File: src/rtl/aes_gcm_pkg.sv
// aes_gcm_pkg
// Shared types and helpers for the AES-GCM output stage.
//   block_t     : one 128-bit block, bit 0 is the most significant bit
//   out_state_t : output sequencing FSM states
//   BLOCK_BITS  : block width
//   tag_mask()  : ones on the leading 'bits' positions, zeros after
package aes_gcm_pkg;

  localparam int BLOCK_BITS = 128;

  typedef logic [0:BLOCK_BITS-1] block_t;

  typedef enum logic [1:0] {
    S_DATA     = 2'd0,
    S_TAG_PEND = 2'd1,
    S_TAG_OUT  = 2'd2
  } out_state_t;

  function automatic block_t tag_mask(input int bits);
    block_t m;
    for (int i = 0; i < BLOCK_BITS; i++) begin
      m[i] = (i < bits);
    end
    return m;
  endfunction

endpackage

File: src/rtl/aes_block_fifo.sv
// aes_block_fifo
// Block-wide FIFO with registered storage. The head entry is read directly
// from the storage array, so a block pushed at one edge is visible on dout
// (with empty=0) right after that edge.
// Ports:
//   clk, rst      clock, synchronous active-high reset (flushes pointers)
//   push, din     write request and data; ignored when full unless pop
//   pop           read request; ignored when empty
//   dout          current head entry
//   full, empty   status
//   count         occupancy, 0..DEPTH
module aes_block_fifo
  import aes_gcm_pkg::*;
#(
  parameter int DEPTH = 8
) (
  input  logic                     clk,
  input  logic                     rst,
  input  logic                     push,
  input  logic                     pop,
  input  block_t                   din,
  output block_t                   dout,
  output logic                     full,
  output logic                     empty,
  output logic [$clog2(DEPTH):0]   count
);

  localparam int AW = $clog2(DEPTH);
  localparam int CW = AW + 1;

  block_t         mem [DEPTH];
  logic [CW-1:0]  wr_ptr;
  logic [CW-1:0]  rd_ptr;
  logic           do_push;
  logic           do_pop;

  // Pointers carry one extra wrap bit: equal low bits with differing MSB
  // means the write side has lapped the read side.
  assign empty = (wr_ptr == rd_ptr);
  assign full  = (wr_ptr[AW] != rd_ptr[AW]) && (wr_ptr[AW-1:0] == rd_ptr[AW-1:0]);
  assign count = wr_ptr - rd_ptr;

  assign do_pop  = pop && !empty;
  assign do_push = push && (!full || do_pop);

  always_ff @(posedge clk) begin
    if (rst) begin
      wr_ptr <= '0;
      rd_ptr <= '0;
    end else begin
      if (do_push) wr_ptr <= wr_ptr + CW'(1);
      if (do_pop)  rd_ptr <= rd_ptr + CW'(1);
    end
  end

  // Storage has no reset; the pointers alone define what is valid.
  always_ff @(posedge clk) begin
    if (do_push) mem[wr_ptr[AW-1:0]] <= din;
  end

  assign dout = mem[rd_ptr[AW-1:0]];

endmodule

File: src/rtl/aes_gcm_output_stage.sv
// aes_gcm_output_stage
// Output stage after the GHASH/tag stage. Buffers the free-running
// cipher-text stream in a FIFO, holds the final tag, and emits all
// cipher-text blocks of an instance followed by one tag beat on a
// valid/ready interface.
// Optional build macro: AES_GCM_TAG_COMPARE_EN
//   defined   : tag is compared against i_expected_tag, tag beat data is
//               forced to zero, mismatch raises sticky o_auth_fail
//   undefined : tag emitted normally, o_auth_fail tied to 0
// Ports:
//   clk, rst         clock, synchronous active-high reset
//   i_cipher_text    cipher-text block, qualified by i_ct_valid
//   i_tag            tag, final when i_tag_ready pulses
//   i_expected_tag   reference tag (compare build only)
//   o_data, o_valid  output beat, handshake with i_ready
//   o_is_tag         current beat is the tag
//   o_overflow       sticky: block dropped on full FIFO or tag lost
//   o_auth_fail      sticky: tag compare mismatch
//
// state      | meaning
// S_DATA     | stream FIFO blocks, wait for a tag
// S_TAG_PEND | tag held, draining blocks that precede it
// S_TAG_OUT  | presenting the tag beat
module aes_gcm_output_stage
  import aes_gcm_pkg::*;
#(
  parameter int FIFO_DEPTH = 8,
  parameter int TAG_BITS   = 128
) (
  input  logic   clk,
  input  logic   rst,
  input  block_t i_cipher_text,
  input  logic   i_ct_valid,
  input  block_t i_tag,
  input  logic   i_tag_ready,
  input  block_t i_expected_tag,
  output block_t o_data,
  output logic   o_valid,
  input  logic   i_ready,
  output logic   o_is_tag,
  output logic   o_overflow,
  output logic   o_auth_fail
);

  localparam int     CW       = $clog2(FIFO_DEPTH) + 1;
  localparam block_t TAG_MASK = tag_mask(TAG_BITS);

  out_state_t    state;
  block_t        tag_q;
  logic [CW-1:0] pre_cnt;
  logic          overflow_q;

  block_t        fifo_head;
  logic          fifo_full;
  logic          fifo_empty;
  logic [CW-1:0] fifo_count;

  logic          xfer;
  logic          pop;
  logic          push;
  logic          ct_drop;
  logic          tag_xfer;
  logic [CW-1:0] occ_next;
  block_t        tag_beat;

  assign xfer     = o_valid && i_ready;
  assign pop      = xfer && (state != S_TAG_OUT);
  assign tag_xfer = xfer && (state == S_TAG_OUT);
  // A push on a full FIFO is only accepted when the head leaves this cycle.
  assign push     = i_ct_valid && (!fifo_full || pop);
  assign ct_drop  = i_ct_valid && fifo_full && !pop;
  // Occupancy after this edge: the pre-tag count includes a same-cycle push.
  assign occ_next = fifo_count + CW'(push) - CW'(pop);

  aes_block_fifo #(
    .DEPTH (FIFO_DEPTH)
  ) u_fifo (
    .clk   (clk),
    .rst   (rst),
    .push  (push),
    .pop   (pop),
    .din   (i_cipher_text),
    .dout  (fifo_head),
    .full  (fifo_full),
    .empty (fifo_empty),
    .count (fifo_count)
  );

`ifdef AES_GCM_TAG_COMPARE_EN
  logic mismatch;
  logic mis_q;
  logic auth_fail_q;

  assign mismatch = |((i_tag ^ i_expected_tag) & TAG_MASK);
  // The computed tag must never appear on the output in this build.
  assign tag_beat = '0;
  assign o_auth_fail = auth_fail_q;
`else
  logic unused_expected;

  assign unused_expected = ^i_expected_tag;
  assign tag_beat = tag_q & TAG_MASK;
  assign o_auth_fail = 1'b0;
`endif

  // Blocks behind a pending tag belong to the next instance; they stay
  // hidden until the tag has gone out.
  always_comb begin
    o_valid = 1'b0;
    case (state)
      S_DATA:     o_valid = !fifo_empty;
      S_TAG_PEND: o_valid = !fifo_empty && (pre_cnt != '0);
      S_TAG_OUT:  o_valid = 1'b1;
      default:    o_valid = 1'b0;
    endcase
  end

  assign o_is_tag   = (state == S_TAG_OUT);
  assign o_data     = !o_valid ? '0 : (o_is_tag ? tag_beat : fifo_head);
  assign o_overflow = overflow_q;

  always_ff @(posedge clk) begin
    if (rst) begin
      state      <= S_DATA;
      tag_q      <= '0;
      pre_cnt    <= '0;
      overflow_q <= 1'b0;
`ifdef AES_GCM_TAG_COMPARE_EN
      mis_q       <= 1'b0;
      auth_fail_q <= 1'b0;
`endif
    end else begin
      if (ct_drop) overflow_q <= 1'b1;

      case (state)
        S_DATA: begin
          if (i_tag_ready) begin
            tag_q   <= i_tag;
            pre_cnt <= occ_next;
            state   <= S_TAG_PEND;
`ifdef AES_GCM_TAG_COMPARE_EN
            mis_q   <= mismatch;
`endif
          end
        end

        S_TAG_PEND: begin
          if (i_tag_ready) overflow_q <= 1'b1;
          if (pop) pre_cnt <= pre_cnt - CW'(1);
          if ((pre_cnt == '0) || ((pre_cnt == CW'(1)) && pop)) begin
            state <= S_TAG_OUT;
          end
        end

        S_TAG_OUT: begin
          if (tag_xfer) begin
`ifdef AES_GCM_TAG_COMPARE_EN
            if (mis_q) auth_fail_q <= 1'b1;
`endif
            if (i_tag_ready) begin
              // Back-to-back tag: nothing popped this cycle, so the
              // occupancy plus any push is exactly the next pre-tag count.
              tag_q   <= i_tag;
              pre_cnt <= occ_next;
              state   <= S_TAG_PEND;
`ifdef AES_GCM_TAG_COMPARE_EN
              mis_q   <= mismatch;
`endif
            end else begin
              state <= S_DATA;
            end
          end else if (i_tag_ready) begin
            overflow_q <= 1'b1;
          end
        end

        default: state <= S_DATA;
      endcase
    end
  end

endmodule

File: config.mk
export PLATFORM = sky130hd
export DESIGN_NAME = aes_gcm_output_stage
export DESIGN_NICKNAME = d
export VERILOG_FILES = /design/src/rtl/aes_gcm_pkg.sv /design/src/rtl/aes_block_fifo.sv /design/src/rtl/aes_gcm_output_stage.sv
export SDC_FILE = /design/constraint.sdc
export NUM_CORES = 1
export LEC_CHECK = 0
export ABC_AREA = 0
export CAP_MARGIN = 20
export CORE_UTILIZATION = 60
export DETAILED_ROUTE_END_ITERATION = 12
export DONT_BUFFER_PORTS = 1
export MAX_ROUTING_LAYER = met4
export PLACE_DENSITY = 0.76
export RECOVER_POWER = 100
export SYNTH_ARGS = -nofsm -noshare
export SYNTH_HDL_FRONTEND = slang
export SYNTH_SLANG_ARGS = --single-unit
export TNS_END_PERCENT = 5
File: constraint.sdc
create_clock -name clk -period 17.2 [get_ports clk]
set_input_delay 3.44 -clock clk [delete_from_list [all_inputs] [get_ports clk]]
set_output_delay 3.44 -clock clk [all_outputs]
set_load 0.1 [all_outputs]
Yosys cells after proc, flatten, opt, wreduce, memory -nomap -nowiden. Memory sizes are Yosys's and may differ from the RTL's. A register that Yosys moved wholly into a read port is not among the register bits. Index checks and enable logic that the tools add are counted. Widths: inputs -> output; s select.

Equality and inequality tests: 11. Reduce and logical (&&, ||, !) cells: 25. Add/sub/neg operators: 6. Multiplexer cells: 23.

Operators by type and width (count): $mux 128 (4); $pmux 128 s2 (1); $mux 4 (3); $pmux 4 s3 (1); $logic_and 1x1->1 (11); $add 4x1->4 const B (2); $ne 2x2->1 const B (4); $mux 1 (6); $mux 2 (3); $mux 3 (2); $pmux 2 s3 (1); $reduce_and 3->1 (2); $add 4x1->4 (1); $eq 4x1->1 const B (1); $eq 4x4->1 (1); $logic_not 4->1 (1); $reduce_bool 4->1 (1); $sub 4x1->4 (1); $sub 4x1->4 const B (1); $sub 4x4->4 (1); $eq 3x3->1 (1); $logic_not 1->1 (3); $logic_or 1x1->1 (3); $pmux 1 s3 (1); other kinds (9) (9).

Output and inout port bits: 132. Memories kept: 1. Logic and storage cells: 72. Flip-flop bits (word level): 143. Memory bits (writable): 1024.

Memory list: u_fifo.mem (depth 8, width 128, rd ports 1, clocked after Yosys merged registers in 1, wr ports 1, line aes_block_fifo.sv:31) `block_t mem [DEPTH];`.

Depth between registers and ports, before layout.
Word-level depth: 13. Gate-level depth with buffers: 17. Depth with buffers taken out: 17.

Hierarchy. A second synthesis with hierarchy kept.

Cell total of the unflattened synthesis: 2505. Area, all modules: 46828.7 um^2.

By module, submodules not included: aes_block_fifo (area an instance 39556.7 um^2, times used 1, seq. area each 30969.7 um^2, cells an instance 1552); aes_gcm_output_stage (area an instance 7272.0 um^2, times used 1, seq. area each 2702.6 um^2, cells an instance 953).

Least setup slack after synthesis. OpenSTA, ideal clock, no wires.

Path kind: input port to flip-flop. Start: input port i_ready. End: memory u_fifo.mem[1][0] (netlist bit), enable pin. Setup slack: 2.767 ns. Arrival time: 13.635 ns. Cell stages on the path: 5. Library setup time: 0.799 ns. Data required time: 16.401 ns. Cell sequence: nand2b_4 -> a2111oi_4 -> o21ai_2 -> nand2b_1 -> nor3b_1.

Longest elaborated chain between the ends: 7. Elaborated cells on any way between the ends: 9.

RTL lines: start, declared (line aes_gcm_output_stage.sv:39) `input logic i_ready,`; $logic_and 1x1->1 (*) (line aes_gcm_output_stage.sv:66) `assign xfer = o_valid && i_ready;`; $logic_and 1x1->1 (*) (line aes_gcm_output_stage.sv:67) `assign pop = xfer && (state != S_TAG_OUT);`; $logic_or 1x1->1 or $logic_and 1x1->1 (tied branches) (line aes_gcm_output_stage.sv:70, aes_block_fifo.sv:43); $logic_and 1x1->1 or $logic_or 1x1->1 (tied branches) (line aes_gcm_output_stage.sv:70, aes_block_fifo.sv:44); $logic_and 1x1->1 (*) (line aes_block_fifo.sv:44) `assign do_push = push && (!full || do_pop);`; $mux 1 (*) (line aes_block_fifo.sv:58) `if (do_push) mem[wr_ptr[AW-1:0]] <= din;`; $mux 1 (implied by the code) (*) (line aes_block_fifo.sv:58); end, declared (line aes_block_fifo.sv:31).

Mark *: on every way between the ends. The rest lies on a longest branch, timed or not.

Worst setup path after layout.
Start: register state[0]. End: memory u_fifo.mem[1][123] (netlist bit), enable pin.

Longest elaborated chain between the ends: 9. Elaborated cells on any way between the ends: 14.

RTL lines: start, declared (line aes_gcm_output_stage.sv:48) `out_state_t state;`; start signal, assigned (line aes_gcm_output_stage.sv:124) `state <= S_DATA;`; start signal, assigned (line aes_gcm_output_stage.sv:140) `state <= S_TAG_PEND;`; start signal, assigned (line aes_gcm_output_stage.sv:151) `state <= S_TAG_OUT;`; $eq 2x2->1 (*); via o_is_tag (line aes_gcm_output_stage.sv:40) `output logic o_is_tag,`; $pmux 1 s3 (*) (line aes_gcm_output_stage.sv:110) `case (state)`; $logic_and 1x1->1 (*) (line aes_gcm_output_stage.sv:66); $logic_and 1x1->1 (*) (line aes_gcm_output_stage.sv:67); $logic_or 1x1->1 or $logic_and 1x1->1 (tied branches) (line aes_gcm_output_stage.sv:70, aes_block_fifo.sv:43); $logic_and 1x1->1 or $logic_or 1x1->1 (tied branches) (line aes_gcm_output_stage.sv:70, aes_block_fifo.sv:44); $logic_and 1x1->1 (*) (line aes_block_fifo.sv:44); $mux 1 (*) (line aes_block_fifo.sv:58); $mux 1 (implied by the code) (*) (line aes_block_fifo.sv:58).

Mark *: on every way through the listed nets, which the timed path passes. The rest lies on a longest branch.

==> impl_metrics.ini <==
[synthesis]
synth_area_per_cell_sq_um = 17.45
async_flop_share_pct = 0
synthesis.nets = 3011
synth_edf_count = 1024
ys_types = 51
yosysMostFrequentCell = edfxtp_1
yosys_warnings = 0
synthTopCellsByArea = edfxtp_1 (68%), mux4_2 (13%), dfxtp_1 (6.4%)
synth_seq_cells = 1170
syn_area_sq_um = 45520
synth_cells = 2608
synth_flop_cell = edfxtp_1
synth_area_leader_cell = edfxtp_1
synth_top_area_share_pct = 67.55
yosys-top-cells-count = edfxtp_1 (1,024), nor2_1 (271), a21oi_1 (264)
ys_seq_area_share_pct = 73.97

[cells_and_area]
final_area_sq_um = 50140
drive_above_1_share_pct = 17.16
area_growth_pct = 10.14
final_nets = 3001
post-route-util_pct = 67.12

[critical_path]
crit_fanout = 51
startpoint = state[0]
crit_buf_inv = 4
crit-reg2reg-launch = state[0]
cp_common_cell = clkbuf_1
path_cells = inv_1 > ha_1 > clkbuf_1 > a2111oi_0 > o21ai_0 > nand2b_1 > nor3b_1 > clkbuf_1 > clkbuf_1
required_ps = 17390
worstSetupStartpointType = register
crit_slowest_cell = clkbuf_1
critPathTopFamily = buffers and inverters
end_kind = register
crit_type = register to register
reg2reg_depth = 9
cp.depth = 9
cp.arrival_ps = 11060
max_stage_delay_ps = 2860

[run]
max-cap-violations = 158

[placement]
dpl_worst_slack_ps = 9168
place_congestion = 0.8235
dp_hpwl_mm = 52.99
numPortBuffers = 0
dpl_cell_area_sq_um = 46750

[sta]
finalHoldViolations = 0
timing.setup.tns_ps = 0
slew_headroom_pct = -203.2
rsz0062_at_grt = no
tightestPinTransition_ps = 4548
slew_viol_final = 1441
finalSetupViolCount = 0
skew_ps = 21.19
finalCritPeriodShare_pct = 63.17
setup_slack_ps = 6335
layout_min_cycle_time_ps = 10870
max_clock_freq_mhz = 92.04

[clock_tree]
cts_resized = 0
root_buffer = clkbuf_16
cts_buffers = 112
post_cts_buffers = 0
cts_buffer_depth = 3
cts_tree = yes
clk_latency_ps = 690
clkTransAtPathRegs_ps = 60
postCtsHoldBufs = 0
clock_sinks = 1170
cts.htree.levels = 3

[outcome]
violations = capacitance limit, slew limit
status = finished, violations left

[power_and_ir_drop]
p_per_area_nw_per_um2 = 164.5
power_mw = 8.247
vdd_drop_max_v = 0.0001554
p_leak_nw = 15.58

[route]
vias_per_cell = 6.374
drtIter0Drc = 2065
drtPass1Iterations = 5
finalWirelength_mm = 97.41
num_vias = 23390
wire_per_inst_um = 26.55
drc_errors = 0
antenna_left = 0

[global_route]
track_usage_pct = 26.28
grt_pass1_vias = 24190
antenna_found_initial = 1
grt_max_degree = 181
grt_first_pass_wirelength_mm = 146.5
grt-ovfl-total = 0

[floorplan]
core-area_sq_um = 74700
start_util_pct = 60.94
ios = 521
die-height_um = 277.4
die_w_um = 277.4
num_rows = 100
die_area_sq_um = 76980

[min_path]
hold_class = register to register
worst_hold_path.num_cells = 2
holdCritStartpoint = tag_beat[78]
## layer usage
layer  routed length (um)  track usage, %  vias to the layer above  share of wire (%)
met5                    0               -                        -                  0
li1                     -               -                    10050                  -
met3                 7906           5.593                      173                8.1
met4                 2319           7.407                        0                2.4
met2                49530           43.65                     1041                 51
met1                37650           32.92                    12120                 39
## stage by stage
| step | hold slack, ps | instances |
|---|---|---|
| 3_3_place_gp | 438.0 | 3452 |
| 2_1_floorplan | 436.4 | 2608 |
| 6_report | 451.6 | 3669 |
| 5_1_grt | 463.8 | 3669 |
| 4_1_cts | 452.5 | 3666 |
| 3_5_place_dp | 444.0 | 3452 |
## flip-flops by register name (all words and copies together) (netlist names), named ones only
| register | count |
|---|---|
| pre_cnt | 4 |
| state | 2 |
| u_fifo.mem | 1024 |
| o_overflow | 1 |
| u_fifo.wr_ptr | 4 |
| u_fifo.rd_ptr | 4 |
| tag_beat | 128 |
## area by class of cell
class                      instances  area [sq um]
timing repair buffer              39         241.5
sequential                      1170         33680
clock inverter                    51         581.8
clock buffer                     163          3277
multi-input combinational       1260         11080
tap                              969          1212
fill                            4761         24560
antenna                            2         5.005
inverter                          15         56.30
## where the power goes
| group | internal (mW) | switching, mW |
|---|---|---|
| registers | 3.23 | 0.0646 |
| clock network | 1.47 | 1.03 |
| logic | 0.490 | 1.97 |
## worst min-delay path: stages (launching register included)
cell and delay, ps:
dfxtp_1 310, nand2_1 50, a21oi_1 50
## cells by family after synthesis
family,after synthesis,synth area share [%]
flip-flops,1170,73.97
AND/OR/NAND/NOR,564,4.843
multiplexers,388,15.57
AO/OA/AOI/OAI,284,3.298
buffers and inverters,178,1.671
adder cells (fa/ha/maj),14,0.4343
XOR/XNOR,9,0.2034
other,1,0.008238
## layout by cell type, fill, tap and decap left out, types with 5 or more instances in the layout
cell,n
clkbuf_8,24
mux2i_1,130
nand2_1,262
nor2_1,268
dfxtp_1,143
clkinv_2,26
edfxtp_1,1024
buf_4,8
bufinv_16,9
ha_1,11
inv_1,14
clkinv_1,5
nor3_1,5
clkbuf_1,52
o21ai_0,5
clkbuf_16,114
xnor2_1,5
mux4_2,256
a21oi_1,264
## final timing paths
path / slack, ps / to
max: 6330 / u_fifo.mem[1][123]
min: 450 / tag_beat[78]
max reg2reg: 6330 / u_fifo.mem[1][123]
min reg2reg: 450 / tag_beat[78]
Power figures use the tool's default switching activity.
==> RTL edit 1, RTL diff (same flow settings) <==
The parameter `FIFO_DEPTH` goes from 8 to 4.
--- a/src/rtl/aes_gcm_output_stage.sv
+++ b/src/rtl/aes_gcm_output_stage.sv
@@ -24,7 +24,7 @@
 module aes_gcm_output_stage
   import aes_gcm_pkg::*;
 #(
-  parameter int FIFO_DEPTH = 8,
+  parameter int FIFO_DEPTH = 4,
   parameter int TAG_BITS   = 128
 ) (
   input  logic   clk,
Check against the original RTL: not settled (the Yosys comparison gave no result); the edit may change what the design does.
==> RTL edit 1 against the unedited design <==
- the flow still finishes with violations (capacitance limit, slew limit)
- design area is 42% lower
- setup slack worse by 760 ps
- utilization is 0.83 points higher
- sequential share of layout area is 4.8 points lower
- routed wire length is 41% lower
- sequential cell count is 516 lower
- total power is 27% lower
- area after synthesis is 43% lower
- critical endpoint is now u_fifo.mem[2][6]$_DFFE_PP_
- largest cell class unchanged
- highest routed layer unchanged
==> RTL edit 1: results (changes against the unedited design) <==
Syn Inst Count 1,776 (was 2,608); FF-to-FF setup slack 6500 ps (was 6330 ps); layout cells sized above 1 0.1727 (was 0.1716); post-synthesis async set-or-reset flop share 0 (unchanged); first-pass GRT wire length 84,990 µm (was 146,500 µm); Starting DRT DRC Count 1,181 (was 2,065); Post-synth top cells 517 x nand2_1, 512 x edfxtp_1, 162 x a21oi_1 (was 1,024 x edfxtp_1, 271 x nor2_1, 264 x a21oi_1); DP Wirelength 32,550 µm (was 52,990 µm); Critical Path Fanout Max 67 (was 51); total track usage 0.2640 (was 0.2628); Crit Reg-Reg Startpoint state[0]$_SDFFE_PP0P_ (unchanged); synth unique cells 45 (was 51); Worst-Skew Late Latency 600 ps (was 690 ps); H-tree Lvls 3 (unchanged); r2r endpoint u_fifo.mem[2][6]$_DFFE_PP_ (was u_fifo.mem[1][123]$_DFFE_PP_); PortBufs 0 (unchanged); hold path cells 2 (unchanged); crit path DAT 11,690 ps (was 11,060 ps); Net Count, Synth 2,181 (was 3,011); CTS-repair resized insts 0 (unchanged); ys flop type edfxtp_1 (unchanged); total CTS buffers 67 (was 112); switching power 2.750 mW (was 3.067 mW); number of max-cap violations 74 (was 158); Root Driver clkbuf_16 (unchanged); Post-synth EDFFs 512 (was 1,024); Slew Limit Fails 944 (was 1,441); pin count of the biggest net entering global routing 147 (was 181); max reg flops 512 (was 1,024); leakage dissipation 9.594 nW (was 15.58 nW); crit path max-delay cell type and2_0 (was clkbuf_1); Slew headroom -2.208 (was -2.032); failing checks capacitance limit, slew limit (unchanged); Longest Clk Path Bufs 3 (unchanged); status finished with violations (unchanged); initial antenna violation count 1 (unchanged); Hold Path Sink tag_beat[55]$_SDFFE_PP0P_ (was tag_beat[78]$_SDFFE_PP0P_); Clock Skews 28.02 ps (was 21.19 ps); Critical Path Max Stage Delay 3510 ps (was 2860 ps); HP Class flip-flop to flip-flop (unchanged); VDD IR max 0.2410 mV (was 0.1554 mV); # placed instances 2,315 (was 3,452); Routed WL per cell 23.57 µm (was 26.55 µm); register area share after synthesis 0.6988 (was 0.7397); FF-to-FF path depth 9 (unchanged); Worst path top cell family by delay simple AND/OR/NAND/NOR gates (was buffers and inverters); Worst-path clk slew 60 ps (about the same); drt pass-1 iters 6 (was 5); Yosys warnings 0 (unchanged); post-CTS setup buffer count 0 (unchanged); vias per cell 6.070 (was 6.374); fin cells 2,450 (was 3,669); hold wc startpoint tag_beat[55]$_SDFFE_PP0P_ (was tag_beat[78]$_SDFFE_PP0P_); synth top area cells edfxtp_1 59%, mux4_2 11%, dfxtp_1 11%, nand2_1 7.4%, a21oi_2 3.4% (was edfxtp_1 68%, mux4_2 13%, dfxtp_1 6.4%, a21oi_1 2.9%, mux2i_1 2.9%); routability cong. 0.7863 (was 0.8235); vias in the first global route 14,930 (was 24,190)
[RTL edit 1: changes by cell type after synthesis, moves of 100 or more]
| cell | delta |
|---|---|
| nor2_1 | -258 |
| mux2i_1 | -127 |
| mux4_2 | -128 |
| a21oi_1 | -102 |
| edfxtp_1 | -512 |
| a21oi_2 | +100 |
| nand2_1 | +254 |
[RTL edit 1: per-layer routing]
metal | vias up | routed length [µm] | GRT usage
li1 | 6561 | - | -
met1 | 7529 | 21980 | 0.3183
met2 | 667 | 28720 | 0.4315
met3 | 115 | 5334 | 0.07211
met4 | 0 | 1703 | 0.09195
met5 | - | 0 | -
[RTL edit 1: power by group through the flow]
stage	combinational, mW	clock, mW	sequential (mW)
5_1_grt	2.77	1.51	1.96
6_report	2.67	1.43	1.94
4_1_cts	2.73	1.45	1.94
3_3_place_gp	2.49	0	1.96
2_1_floorplan	2.26	0	1.93
3_5_place_dp	2.72	0	1.97
[RTL edit 1: worst min-delay path: cells and delay by family, from the launching register on]
| family | cells | cell delay, ps |
|---|---|---|
| compound gates | 1 | 50 |
| flops | 1 | 310 |
| simple gates | 1 | 50 |
[RTL edit 1: cells by family (layout without fill, tap and decap cells)]
logic type | after synthesis | count (layout) | synth area share
adder cells (fa/ha/maj) | 16 | 16 | 0.008255
buffers and inverters | 133 | 221 | 0.02534
AND/OR/NAND/NOR | 552 | 552 | 0.08231
XOR/XNOR | 9 | 9 | 0.003312
flip-flops | 654 | 654 | 0.6988
other | 1 | 2 | 0.0001439
AO/OA/AOI/OAI | 279 | 279 | 0.06964
multiplexers | 132 | 132 | 0.1122
[RTL edit 1: area by class of cell]
cell class	instances	area, µm²
timing repair buffer	82	1036
inverter	15	57.56
antenna	1	2.502
multi-input combinational	989	6943
sequential	654	18230
clock inverter	29	286.5
clock buffer	95	1924
fill	2873	13770
tap	585	732.0
[RTL edit 1: worst max path at each step]
stage,start,to,slack [ps]
2_1_floorplan,i_ready,u_fifo.mem[3][0]$_DFFE_PP_,6570
6_report,i_ready,u_fifo.mem[2][6]$_DFFE_PP_,5580
5_1_grt,i_ready,u_fifo.mem[2][0]$_DFFE_PP_,4840
4_1_cts,state[1]$_SDFFE_PP0P_,o_data[44],9640
3_5_place_dp,state[1]$_SDFFE_PP0P_,o_valid,10270
3_3_place_gp,flip-flop,o_data[74],10290
[RTL edit 1: through the flow]
step | hold slack [ps] | worst slack, ps | power, mW | instance area [µm²]
4_1_cts | 449.9 | 9643 | 6.117 | 29550
6_report | 450.1 | 5576 | 6.047 | 29210
2_1_floorplan | 436.4 | 6567 | 4.183 | 26070
3_5_place_dp | 441.1 | 10270 | 4.683 | 27340
5_1_grt | 463.0 | 4835 | 6.245 | 29210
3_3_place_gp | 436.1 | 10290 | 4.446 | 26650
==> RTL edit 2, RTL diff (same flow settings) <==
Without the edit above. Reset style: asynchronous (`rst`), changed in 2 clocked blocks. Comments in the files are not updated.
--- a/src/rtl/aes_block_fifo.sv
+++ b/src/rtl/aes_block_fifo.sv
@@ -43,7 +43,7 @@
   assign do_pop  = pop && !empty;
   assign do_push = push && (!full || do_pop);
 
-  always_ff @(posedge clk) begin
+  always_ff @(posedge clk or posedge rst) begin
     if (rst) begin
       wr_ptr <= '0;
       rd_ptr <= '0;
--- a/src/rtl/aes_gcm_output_stage.sv
+++ b/src/rtl/aes_gcm_output_stage.sv
@@ -119,7 +119,7 @@
   assign o_data     = !o_valid ? '0 : (o_is_tag ? tag_beat : fifo_head);
   assign o_overflow = overflow_q;
 
-  always_ff @(posedge clk) begin
+  always_ff @(posedge clk or posedge rst) begin
     if (rst) begin
       state      <= S_DATA;
       tag_q      <= '0;
Function: not settled (the Yosys comparison gave no result); the edit may change what the design does.
==> RTL edit 2 against the unedited design <==
- the run still ends with capacitance limit, slew limit left
- setup slack better by 300 ps
- sequential share of layout area is 0.56 points higher
- via count is 7.5% lower
- design area is 1.1% higher
- routed wire length is 4.8% lower
- area after synthesis is 0.72% higher
- sequential cell count is 3 lower
- critical path type is now input port to flip-flop
- largest cell class unchanged
Power is left out: the tool's default activity adds up to more than one toggle a clock period on the data nets, which glitch-free logic cannot reach.
==> RTL edit 2: results (changes against the unedited design) <==
status finished with violations (unchanged); min Tclk post-route 10,560 ps (was 10,870 ps); total CTS buffers 114 (was 112); Critical Path Max Stage Delay 3040 ps (was 2860 ps); die area 77,530 µm² (was 76,980 µm²); Multi-In Gates 986 (was 1,260); FF-to-FF path depth 10 (was 9); Seq/total area 0.6774 (was 0.6718); Post-synth top cells 1,024 x edfxtp_1, 264 x nor2_1, 256 x mux4_2 (was 1,024 x edfxtp_1, 271 x nor2_1, 264 x a21oi_1); FF-to-FF setup slack 6740 ps (was 6330 ps); routability cong. 0.7756 (was 0.8235); Slew Limit Fails 1,398 (was 1,441); # placed instances 3,191 (was 3,452); Non-clock buffers 40 (was 39); Net Count, Synth 2,712 (was 3,011); met1 GRT Util 0.3220 (was 0.3292); synth unique cells 49 (was 51); Filler cells 4,803 (was 4,761); clk sinks 1,167 (was 1,170); r2r endpoint u_fifo.mem[7][79]$_DFFE_PP_ (was u_fifo.mem[1][123]$_DFFE_PP_); Hold WS 506.4 ps (was 451.6 ps); placed inst area 47,210 µm² (was 46,750 µm²); worst-margin pin slew 4643 ps (was 4548 ps); grt met2 use 0.4080 (was 0.4365); failing checks capacitance limit, slew limit (unchanged); Antenna Cells 1 (was 2); Critical Path Source i_ready (was state[0]$_SDFFE_PP0P_); Critical Path Fanout Max 53 (was 51); met3 usage 0.05104 (was 0.05593); Hold Path Sink tag_beat[89]$_DFFE_PP0P_ (was tag_beat[78]$_SDFFE_PP0P_); first-pass GRT wire length 139,300 µm (was 146,500 µm); post-synthesis async set-or-reset flop share 0.1225 (was 0); multi-input logic area 10,820 µm² (was 11,080 µm²); vias 21,640 (was 23,390); wl on met1 36,810 µm (was 37,650 µm); register area share after synthesis 0.7487 (was 0.7397); routed wire length on met2 47,620 µm (was 49,530 µm); Clock-cell share 0.07872 (was 0.07696); routed wl met3 6614 µm (was 7906 µm); number of max-cap violations 154 (was 158); crit path DAT 10,730 ps (was 11,060 ps); Clock buffer cells 135 (was 163); Syn Area/Cell 19.86 µm² (was 17.45 µm²); hold wc startpoint tag_beat[89]$_DFFE_PP0P_ (was tag_beat[78]$_SDFFE_PP0P_); Core Util, Final 0.6685 (was 0.6712); Routed WL per cell 27.22 µm (was 26.55 µm); layout cells sized above 1 0.2418 (was 0.1716); pin count of the biggest net entering global routing 183 (was 181); Inverters, non-clock 20 (was 15)
## RTL edit 2: cell types whose count changed after synthesis, moves of 3 or more
| cell | before | now |
|---|---|---|
| clkbuf_1 | 86 | 43 |
| nor3b_1 | 4 | 1 |
| dfxtp_1 | 146 | 0 |
| inv_1 | 14 | 18 |
| nand2_1 | 263 | 10 |
| nor2_1 | 271 | 264 |
| a211oi_1 | 3 | 0 |
| mux2_2 | 1 | 130 |
| buf_2 | 44 | 61 |
| dfrtp_1 | 0 | 143 |
| a21oi_1 | 264 | 132 |
## RTL edit 2: kinds of logic (layout without fill, tap and decap cells)
family                     Yosys count  count (layout)  share of synthesized area
and+or+nand+nor                    296             296                    0.02614
xor gates and xnor gates            12              12                   0.002592
other                                1               2                 0.00008179
buffers and inverters              156             275                    0.01509
AOI/OAI and AO/OA                  148             148                    0.01727
adders and majority gates           14              14                   0.004312
DFF                               1167            1167                     0.7487
muxes                              515             515                     0.1858
